<file path="config.mk">
export PLATFORM = sky130hd
export DESIGN_NAME = debug_op_sequencer
export DESIGN_NICKNAME = d
export VERILOG_FILES = /design/src/rtl/debug_op_sequencer.sv
export SDC_FILE = /design/constraint.sdc
export NUM_CORES = 1
export LEC_CHECK = 0
export CAP_MARGIN = 20
export CORE_MARGIN = 2
export CORE_UTILIZATION = 39
export CTS_BUF_LIST = sky130_fd_sc_hd__clkbuf_4 sky130_fd_sc_hd__clkbuf_8
export DETAILED_ROUTE_END_ITERATION = 12
export GPL_TIMING_DRIVEN = 1
export HOLD_SLACK_MARGIN = 0.1
export PLACE_DENSITY = 0.78
export SYNTH_ARGS = -nofsm -noshare
export SYNTH_HDL_FRONTEND = slang
export SYNTH_SLANG_ARGS = --single-unit
export TNS_END_PERCENT = 50
</file>
<file path="constraint.sdc">
create_clock -name CLK -period 2.2 [get_ports CLK]
set_input_delay 0.22 -clock CLK [delete_from_list [all_inputs] [get_ports CLK]]
set_output_delay 0.22 -clock CLK [all_outputs]
set_load 0.1 [all_outputs]
</file>
<file path="src/rtl/debug_op_sequencer.sv">
// CPU-side debug operation sequencer: accepts a held DEBUG_REQ, performs STEP / MEM_RD /
// MEM_WR / RUN against the core and memory bus, and answers with a one-cycle DEBUG_ACK.
module debug_op_sequencer #(
    parameter int AW            = 16,
    parameter int DW            = 16,
    parameter int MEM_LATENCY   = 1,
    parameter bit HALT_ON_RESET = 1'b1,
    parameter int TIMEOUT       = 255
) (
    input  logic          CLK,
    input  logic          RESET,
    input  logic          DEBUG_REQ,
    input  logic [1:0]    DEBUGX,
    input  logic          DEBUG_OP_INCX,
    output logic          DEBUG_ACK,
    output logic          DEBUG_ERR,
    input  logic          ERR_CLR,
    input  logic          ADDR_LD,
    input  logic [AW-1:0] ADDR_IN,
    input  logic [DW-1:0] WR_DATA,
    output logic [DW-1:0] RD_DATA,
    output logic [AW-1:0] MEM_ADDR,
    output logic [DW-1:0] MEM_DOUT,
    input  logic [DW-1:0] MEM_DIN,
    output logic          MEM_RD,
    output logic          MEM_WR,
    output logic          CPU_HALT,
    input  logic          CPU_HALTED,
    output logic          CPU_STEP,
    input  logic          CPU_STEP_DONE
);

    typedef enum logic [2:0] {IDLE, HALTW, STEP, STEPW, MRD, MWR, ACK, DROP} state_t;

    localparam logic [1:0] OP_STEP = 2'b00;
    localparam logic [1:0] OP_MRD  = 2'b01;
    localparam logic [1:0] OP_MWR  = 2'b10;
    localparam logic [1:0] OP_RUN  = 2'b11;

    localparam logic [7:0] TMO_LAST = 8'(TIMEOUT - 1);
    localparam logic [7:0] LAT_LAST = 8'(MEM_LATENCY - 1);

    state_t          state, state_next;
    logic [7:0]      cnt;
    logic [1:0]      op;
    logic            incx;
    logic [AW-1:0]   addr;
    logic [DW-1:0]   rd_data;
    logic            halt;
    logic            err;
    logic            accept, tmo_hit, rd_last, mem_done, addr_ld_ok;

    assign accept     = (state == IDLE) && DEBUG_REQ;
    assign tmo_hit    = (cnt == TMO_LAST) &&
                        (((state == HALTW) && !CPU_HALTED) ||
                         ((state == STEPW) && !CPU_STEP_DONE));
    assign rd_last    = (state == MRD) && (cnt == LAT_LAST);
    assign mem_done   = rd_last || (state == MWR);
    assign addr_ld_ok = ADDR_LD && ((state == IDLE) || (state == DROP));

    always_ff @(posedge CLK) begin
        if (RESET) state <= IDLE;
        else       state <= state_next;
    end

    always_comb begin
        state_next = state;
        case (state)
            IDLE:  if (DEBUG_REQ) state_next = (DEBUGX == OP_RUN) ? ACK : HALTW;
            HALTW: begin
                if (CPU_HALTED) begin
                    case (op)
                        OP_STEP: state_next = STEP;
                        OP_MRD:  state_next = MRD;
                        OP_MWR:  state_next = MWR;
                        default: state_next = ACK;
                    endcase
                end else if (tmo_hit) begin
                    state_next = ACK;
                end
            end
            STEP:  state_next = STEPW;
            STEPW: if (CPU_STEP_DONE || tmo_hit) state_next = ACK;
            MRD:   if (rd_last) state_next = ACK;
            MWR:   state_next = ACK;
            ACK:   state_next = DROP;
            DROP:  if (!DEBUG_REQ) state_next = IDLE;
            default: state_next = IDLE;
        endcase
    end

    always_comb begin
        DEBUG_ACK = 1'b0;
        MEM_RD    = 1'b0;
        MEM_WR    = 1'b0;
        MEM_DOUT  = '0;
        CPU_STEP  = 1'b0;
        case (state)
            STEP: CPU_STEP  = 1'b1;
            MRD:  MEM_RD    = 1'b1;
            MWR:  begin
                MEM_WR   = 1'b1;
                MEM_DOUT = WR_DATA;
            end
            ACK:  DEBUG_ACK = 1'b1;
            default: ;
        endcase
    end

    // cnt restarts on every state change, so it measures dwell time in the current state
    always_ff @(posedge CLK) begin
        if (RESET) begin
            cnt     <= '0;
            halt    <= HALT_ON_RESET;
            err     <= 1'b0;
            rd_data <= '0;
            addr    <= '0;
        end else begin
            cnt <= (state_next != state) ? 8'd0 : cnt + 8'd1;
            if (accept)       halt <= (DEBUGX != OP_RUN);
            if (tmo_hit)      err  <= 1'b1;
            else if (ERR_CLR) err  <= 1'b0;
            if (rd_last)      rd_data <= MEM_DIN;
            if (addr_ld_ok)             addr <= ADDR_IN;
            else if (mem_done && incx)  addr <= addr + AW'(1);
        end
    end

    // Operation and increment flag are frozen at acceptance
    always_ff @(posedge CLK) begin
        if (accept) begin
            op   <= DEBUGX;
            incx <= DEBUG_OP_INCX;
        end
    end

    assign DEBUG_ERR = err;
    assign RD_DATA   = rd_data;
    assign MEM_ADDR  = addr;
    assign CPU_HALT  = halt;

endmodule

</file>
; After elaboration in Yosys (flattened, before gate mapping)
; Index checks and enable logic that the tools add are counted.
[op_classes]
muxes = 18
n_eq_ne = 13
reduce_logical = 19
addsub = 2
[ops]
columns = op, n
row1 = 2-to-1 mux 16 bit, 3
row2 = case mux 3 bit (8 select lines), 1
row3 = 2-to-1 mux 3 bit, 7
row4 = adder 16 x 1 -> 16 bit (second input constant), 1
row5 = equality test 3 bit (second input constant), 4
row6 = case mux 3 bit (3 select lines), 1
row7 = adder 8 x 1 -> 8 bit (second input constant), 1
row8 = equality test 8 bit (second input constant), 1
row9 = zero test 8 bit, 1
row10 = logical AND 1 bit, 7
row11 = equality test 3 x 2 -> 1 bit (second input constant), 2
row12 = 2-to-1 mux 1 bit, 6
row13 = equality test 2 bit (second input constant), 2
row14 = logical OR 1 bit, 4
row15 = nonzero test 2 bit, 2
row16 = equality test 3 x 1 -> 1 bit (second input constant), 1
row17 = zero test 3 bit, 1
row18 = inequality test 3 bit, 1
row19 = equality test 2 x 1 -> 1 bit (second input constant), 1
row20 = zero test 1 bit, 2
row21 = zero test 2 bit, 1
row22 = inequality test 2 bit (second input constant), 1
row23 = OR reduction 2 bit, 1
[totals]
input_bits = 58
output_inout_bits = 54
regBits = 48
wordCells = 60

; Longest topological paths before layout
[logic_depth]
word_depth = 9
depth_mapped = 8
mapped_depth_nobuf = 7

; Worst setup path before layout
; OpenSTA, ideal clock, no wires.
[synth_path]
kind = flip-flop to flip-flop
from = register state[2]
to = register rd_data[6], in the netlist RD_DATA[6]
setup_time_ns = 0.128
t_arrival_ns = 4.398
stages_incl_launch_ff = 7
path_buffers = 2
required_time_ns = 2.072
slack_ns = -2.325
synth_period_minus_slack_ns = 4.525
path_cell_list = dfxtp_1 -> buf_2 -> nor3b_1 -> nand3_1 -> clkbuf_1 -> mux2i_1 -> nor2_1
[synth_between]
elab_chain_cells = 2
[synth_rtl]
columns = item, line_no
row1 = start: declaration, 43  ; state_t state, state_next;
row2 = start signal: assignment, 63  ; else state <= state_next;
row3 = equality test 3 bit, 57  ; assign rd_last = (state == MRD) && (cnt == LAT_LAST);
row4 = logical AND 1 bit, 57
row5 = end signal: assignment, 116  ; rd_data <= '0;
row6 = end signal: assignment, 123  ; if (rd_last) rd_data <= MEM_DIN;
row7 = end: declaration, 48  ; logic [DW-1:0] rd_data;
; No other way between the ends.
; A chain may end at the register's enable or synchronous reset.

; Final worst setup path
[layout_path]
from = register cnt[0]
to = register addr[14], in the netlist MEM_ADDR[14]
[layout_between]
elab_chain_cells = 5
[layout_rtl]
columns = item, line_no
row1 = start: declaration, 44  ; logic [7:0] cnt;
row2 = start signal: assignment, 119  ; cnt <= (state_next != state) ? 8'd0 : cnt + 8'd1;
row3 = zero test 8 bit, 57
row4 = logical AND 1 bit, 57
row5 = logical OR 1 bit, 58  ; assign mem_done = rd_last || (state == MWR);
row6 = logical AND 1 bit, 125  ; else if (mem_done && incx) addr <= addr + AW'(1);
row7 = nonzero test 2 bit (no source line), --
row8 = end signal: assignment, 125
row9 = end: declaration, 47  ; logic [AW-1:0] addr;
; No other way between the ends.

==> results by group <==
Run status
  – Status: finished clean

Layout
  – Nets: 476
  – Post-route core utilization: 64.6%
  – Fin area: 4080 um2
  – Layout cells sized above 1: 24.7%
  – Commonest non-fill, non-tap cell in the layout: clkdlybuf4s50_1
  – Area grow syn2layout: 61.1%
  – Most frequent cells in the layout: clkdlybuf4s50_1, buf_4, nor2_1, dfxtp_1, mux2i_1
  – # diodes: 0

Flow run
  – Max cap viols: 0

Routing
  – DR WL/cell: 15.0 um
  – Remaining DRCs: 0
  – Total Wirelength: 7340 um
  – Iter 0 DRT Violations: about 140
  – Pre-antenna DRT Iters: 4
  – Vias per inst: roughly 5.3
  – DRT antenna net count: 0
  – DR vias: 2,609

Power
  – Pleak: 1.75 nW
  – PD cells: 984 nW/um2
  – Net Sw Power: 0.00196 W
  – Sequential share of power: 29.8%
  – Power Total: 0.00401 W
  – Net switching share of the total power: 48.7%
  – Clock Power Share: between 10% and 20%
  – Comb power frac: roughly 53%
  – VDD IR max: 720 uV
  – Cell internal pwr: 0.00206 W

Logic synthesis
  – Post-Synth Adder-Cell Area: 2.97%
  – Post-synthesis mux area share: between 7 and 8%
  – Leading area contributor after synthesis: dfxtp_1
  – Top-area cell type share of the netlist area: approximately 36%
  – Synthesis Warnings: 0
  – Largest family of logic cells by synthesized area: simple AND/OR/NAND/NOR gates
  – Mapped Cells: 291
  – Mean Syn Cell Area: 8.70 um2
  – Syn nets: about 360
  – Ys flop type: dfxtp_1
  – Synth Area in XOR/XNOR: under 10%
  – Post-synthesis sequential area ratio: 39.1%
  – Compound-cell area share of the yosys netlist: 15.3%
  – Ys async rst share: 0%
  – Top post-synthesis cells by area: dfxtp_1, mux2i_1, nor2_1
  – Seq cells post-synth: 48
  – Simple-Gate Fraction of Synth Area: 26.2%
  – Yosys cell types: 48
  – Post-synth EDFFs: 3
  – Mapped cell area: 2530 um2

Clocking
  – Worst-Skew Late Latency: 0.31 ns
  – CTS root buf: clkbuf_8
  – Longest Clk Path Bufs: 2
  – CTS sink cnt: 48
  – CTS tree: built
  – Clock H-tree levels: 2
  – Worst-path clk slew: 0.09 ns
  – Clock buffers created by TritonCTS: 5

STA
  – Hold Fails Final Rpt: 0
  – Fmax: between 400 and 500 MHz
  – Slew @ Worst Pin: 0.532 ns
  – Final Critical Period: 2.15 ns
  – Setup WS post-layout: 0.0536 ns
  – Final period utilization: 97.6%
  – Final setup viols: 0
  – Final TNS setup: 0 ns
  – Slew Viols, Final: 0
  – Setup Skew: around 0.0074 ns
  – Worst slew margin: 64.2%
  – RSZ-0062 raised after global routing: true

GRT
  – Vias in the first global route: 2,573
  – Largest net degree at the start of global routing: 31
  – Initial antenna violation count: 0
  – First-pass GRT wire length: roughly 12,000 um
  – Global Route Usage Sum: 20.4%
  – GR Overflow Total: 0

Setup path
  – Crit path kind: reg -> reg
  – CP required: 2.43 ns
  – Crit Path Max Fanout: 3
  – Crit path DAT: 2.38 ns
  – Crit end category: register
  – Startpoint Class: register

Floorplanning
  – Starting Density: 40.1%
  – Die X: 84.6 um
  – I/O pins: roughly 110
  – Core Rows: 29
  – Core ar.: between 6000 and 7000 um2
  – Die Ht: 84.6 um
  – DIE AREA: approximately 7200 um2

Hold path
  – Min-delay worst type: in -> reg

Place
  – Cell Area, Placed: about 4000 um2
  – HPWL after detailed placement: 5630 um
  – Routability Congestion: 0.900
  – Pre-CTS setup slack: -0.0427 ns
  – Port bufs: 111
[registers in the layout, summed over array words and instances, names as in the netlist]
signal     cells
op             2
incx           1
RD_DATA       16
DEBUG_ERR      1
state          3
CPU_HALT       1
MEM_ADDR      16
cnt            8
[final timing paths]
kind                       from           end  slack (ns)  cells past startpoint
setup / recovery         cnt[0]  MEM_ADDR[14]        0.05                      7
hold / removal    DEBUG_OP_INCX          incx        0.47                      1
setup reg to reg         cnt[0]  MEM_ADDR[14]        0.05                      7
hold reg to reg     RD_DATA[10]   RD_DATA[10]        0.51                      2
[cells in the mapped netlist (4+ instances only)]
master	instances
nand2_1	9
a311oi_1	4
nor2_1	46
o21ai_0	6
mux2i_1	18
nand3_1	12
and3_1	5
a21oi_1	13
nor3_1	6
a211oi_1	11
clkbuf_1	13
ha_1	6
dfxtp_1	45
xor2_1	6
and2_1	16
nor4_1	6
inv_1	9
nand4_1	4
o2111ai_1	6
xnor2_1	10
[cell type report]
class / count / area, um2
clock buffers: 6 / 82.6
inverters: 9 / 33.8
fillers: 537 / 2230
well taps: 77 / 96.3
clock inverters: 2 / 38.8
multi-input cells: 219 / 1500
repair buffers: 129 / 1320
flip-flops and latches: 48 / 1000
[routing by layer]
layer / global-route usage [%] / routed length (um) / up-vias / part of all wire, %
met5: 0 / 0 / - / 0
met2: 35.7 / 3590 / 103 / 49
met4: 6.49 / 116 / 0 / 1.6
li1: - / - / 1285 / -
met1: 24.4 / 3140 / 1211 / 43
met3: 5.21 / 494 / 10 / 6.7
[critical path: stages (launching register included)]
cell	delay [ns]
dfxtp_1	0.33
inv_1	0.08
ha_1	0.15
nor4b_4	0.27
a21oi_2	0.12
or4_1	0.54
or3_1	0.33
a311oi_1	0.25
[per-stage QoR]
stage,hold slack (ns),std cells
3_3_place_gp,0.474,480
6_report,0.473,490
3_5_place_dp,0.491,480
2_1_floorplan,0.319,291
4_1_cts,0.466,488
5_1_grt,0.465,490
[logic make-up (layout without fill, tap and decap cells)]
family                     Yosys count  count (layout)
xor gates and xnor gates            16              16
muxes                               18              18
adders and majority gates            6               6
AOI/OAI and AO/OA                   55              55
and+or+nand+nor                    124             124
buffers and inverters               24             146
DFF                                 48              48
[power groups by stage]
stage / clock (W) / sequential [W] / combinational [W]
after CTS: 0.000699 / 0.00119 / 0.00210
final: 0.000682 / 0.00120 / 0.00214
after detailed placement: 0 / 0.00121 / 0.00210
after global routing: 0.000738 / 0.00122 / 0.00224
after floorplan: 0 / 0.00194 / 0.000800
after global placement: 0 / 0.00120 / 0.00208
[what timing repair did]
action / 4_1_cts / 5_1_grt
setup buffers: 0 / 2
endpoints found under the setup margin: 2 / 13
resized for setup: 0 / 4
pin swaps: 3 / 2
hold buffers: 0 / 0
hold endpoints to repair: 0 / 0
No activity file was read; power rests on OpenSTA's default activity.
==> edit, RTL diff (config.mk and constraints unchanged) <==
The parameter `DW` goes from 16 to 32.
--- a/src/rtl/debug_op_sequencer.sv
+++ b/src/rtl/debug_op_sequencer.sv
@@ -4,3 +4,3 @@
     parameter int AW            = 16,
-    parameter int DW            = 16,
+    parameter int DW            = 32,
     parameter int MEM_LATENCY   = 1,
Interface: changed (resized MEM_DIN, MEM_DOUT, RD_DATA and WR_DATA); port bits go from 112 to 176. The function was not compared with the original's and may differ.
==> edit against the unedited design <==
- power up 91%
- highest routed layer unchanged
- critical path type is now reg2out
- synthesized cell count up 34%
- sequential cell count up 16
- setup slack better by 0.13 ns
- first-iteration DRC count up 0.74%
- utilization up 3.9 points
- non-clock buffer count up 57
- final area up 37%
- wire length up 33%
- area after synthesis up 29%
==> edit: results (changes against the unedited design) <==
* Status: finished clean
* Max IR drop VDD at 0.640 mV (-11%)
* Routed vias at 3358 (+29%)
* CTS buffer count at 9 (+4)
* Final nets at 655 (+38%)
* Ant diodes at 0 (unchanged)
* Share of cells above drive strength 1 at 26.1% (+1.4 points)
* Wire length of the first global-routing pass at 15400 um (+29%)
* Min-Delay Endpoint: DEBUG_ERR
* Skew-Pair Late Insertion Delay at 0.34 ns (+0.03 ns)
* Sequential share of the synthesized area at 40.2% (+1.0 points)
* HP Class: in2reg
* R2R Setup Slk at 0.19 ns (+0.14 ns)
* LEAKAGE at 0.00228 uW (+30%)
* Unique masters post-synth at 50 (+4.2%)
* Hold path start: RESET
* Clock slew at reported path FFs at 0.07 ns (-0.02 ns)
* Clock Tree Buf Depth at 2 (unchanged)
* Most frequent cell after synthesis: nand2_1
* # fillers at 691 (+29%)
* Dpl cells at 653 (+36%)
* FF-to-FF Start: cnt[5]
* Worst r2r path cells at 5 (-2)
* Mapped Avg Cell Area at 8.35 um2 (-4.1%)
* RR Endpoint: MEM_ADDR[10]
* Post-DP HPWL at 7430 um (+32%)
* Number of synthesized flops with an enable pin at 3 (unchanged)
* Worst hold slack at 0.366 ns (-0.107 ns)
* Synth area leaders: dfxtp_1 37%, nand2_1 8.7%, and3_1 7.1%
* Commonest cells post-synth: 76 x nand2_1, 61 x dfxtp_1, 37 x a21oi_1, 37 x and3_1, 27 x nor2_1
* Number of global-route vias before repair at 3300 (+28%)
* Max-slew headroom at 59.1% (-5.1 points)
* Skew final at 0.00875 ns (+0.00131 ns)
* Number of port buffers at 175 (+58%)
* Vias/cell at 5.02 (-5.7%)
* Crit path DAT at 1.80 ns (-0.58 ns)
* Post-Syn Nets at 487 (+37%)
* Largest net degree at the start of global routing at 36 (+16%)
* Fraction of registers with async set/reset at 0% (unchanged)
* CP max FO at 33 (+30)
* GRT Overall Usage at 21.4% (+1.0 points)
* H-tree depth at 3 (+1)
* Antenna violations before repair at 0 (unchanged)
* GPL Wtd Cong at 0.843 (-6.3%)
* Wirelength per Cell at 14.6 um (-2.8%)
* 1st-pass router iterations at 4 (unchanged)
* Area of the multi-input gates at 1820 um2 (+21%)
* Number of DRC markers in iteration 0 at 137 (+0.74%)
* Top FF cell, synth: dfxtp_1
* Worst Setup SP: state[1]
* Hold path depth at 2 (+1)
* Syn. warnings at 0 (unchanged)
* Post-DP Area at 5350 um2 (+36%)
==> edit: area by class of cell <==
class / count / area share, %
Clock inverter: 6 / 1.63
Clock buffer: 10 / 2.46
Inverter: 8 / 0.536
Timing Repair Buffer: 186 / 37.0
Tap cell: 105 / 2.35
Multi-Input combinational cell: 290 / 32.5
Sequential cell: 64 / 23.5
==> edit: through the flow <==
step | TNS, ns | setup slack [ns]
floorplan | -0.244 | -0.0316
global placement | 0 | 0.175
detailed placement | 0 | 0.118
CTS | 0 | 0.0364
global route | 0 | 0.0134
finish | 0 | 0.181
==> edit: critical path: stages, from the launching register on <==
cell     delay (ns)
dfxtp_1        0.43
buf_4          0.21
nor2b_4        0.18
buf_8          0.21
and3_1         0.24
buf_12         0.19
==> edit: how the worst max path moves through the flow <==
stage | endpoint
floorplan | CPU_STEP
global placement | MEM_ADDR[15]
detailed placement | MEM_ADDR[15]
CTS | MEM_DOUT[16]
global route | MEM_ADDR[2]
finish | MEM_DOUT[16]
==> edit: repair_timing <==
item                                    in CTS  in global routing
cloned                                       0                  0
gates resized for setup                      1                  4
endpoints found under the setup margin      32                 36
setup buffers                                0                  0
==> edit: report_power, final <==
part | internal [uW] | total (uW) | switching, uW
clock | 673 | 1140 | 467
combinational | 1330 | 4750 | 3420
sequential | 1470 | 1760 | 291
total | 3470 | 7650 | 4180
==> edit: kinds of logic after synthesis <==
logic type / share of synthesized area (%)
simple gates: 31.6
fa+ha+maj: 2.30
compound gates: 15.3
xor+xnor: 5.37
flops: 40.2
buf+inv: 4.95
mux: 0.307
==> edit: layer usage <==
metal,GRT usage [%],vias to the layer above,routed length [um]
met5,0,-,0
met4,7.62,0,114
met3,7.19,11,921
met2,37.4,139,4760
met1,24.3,1515,3950
li1,-,1693,-
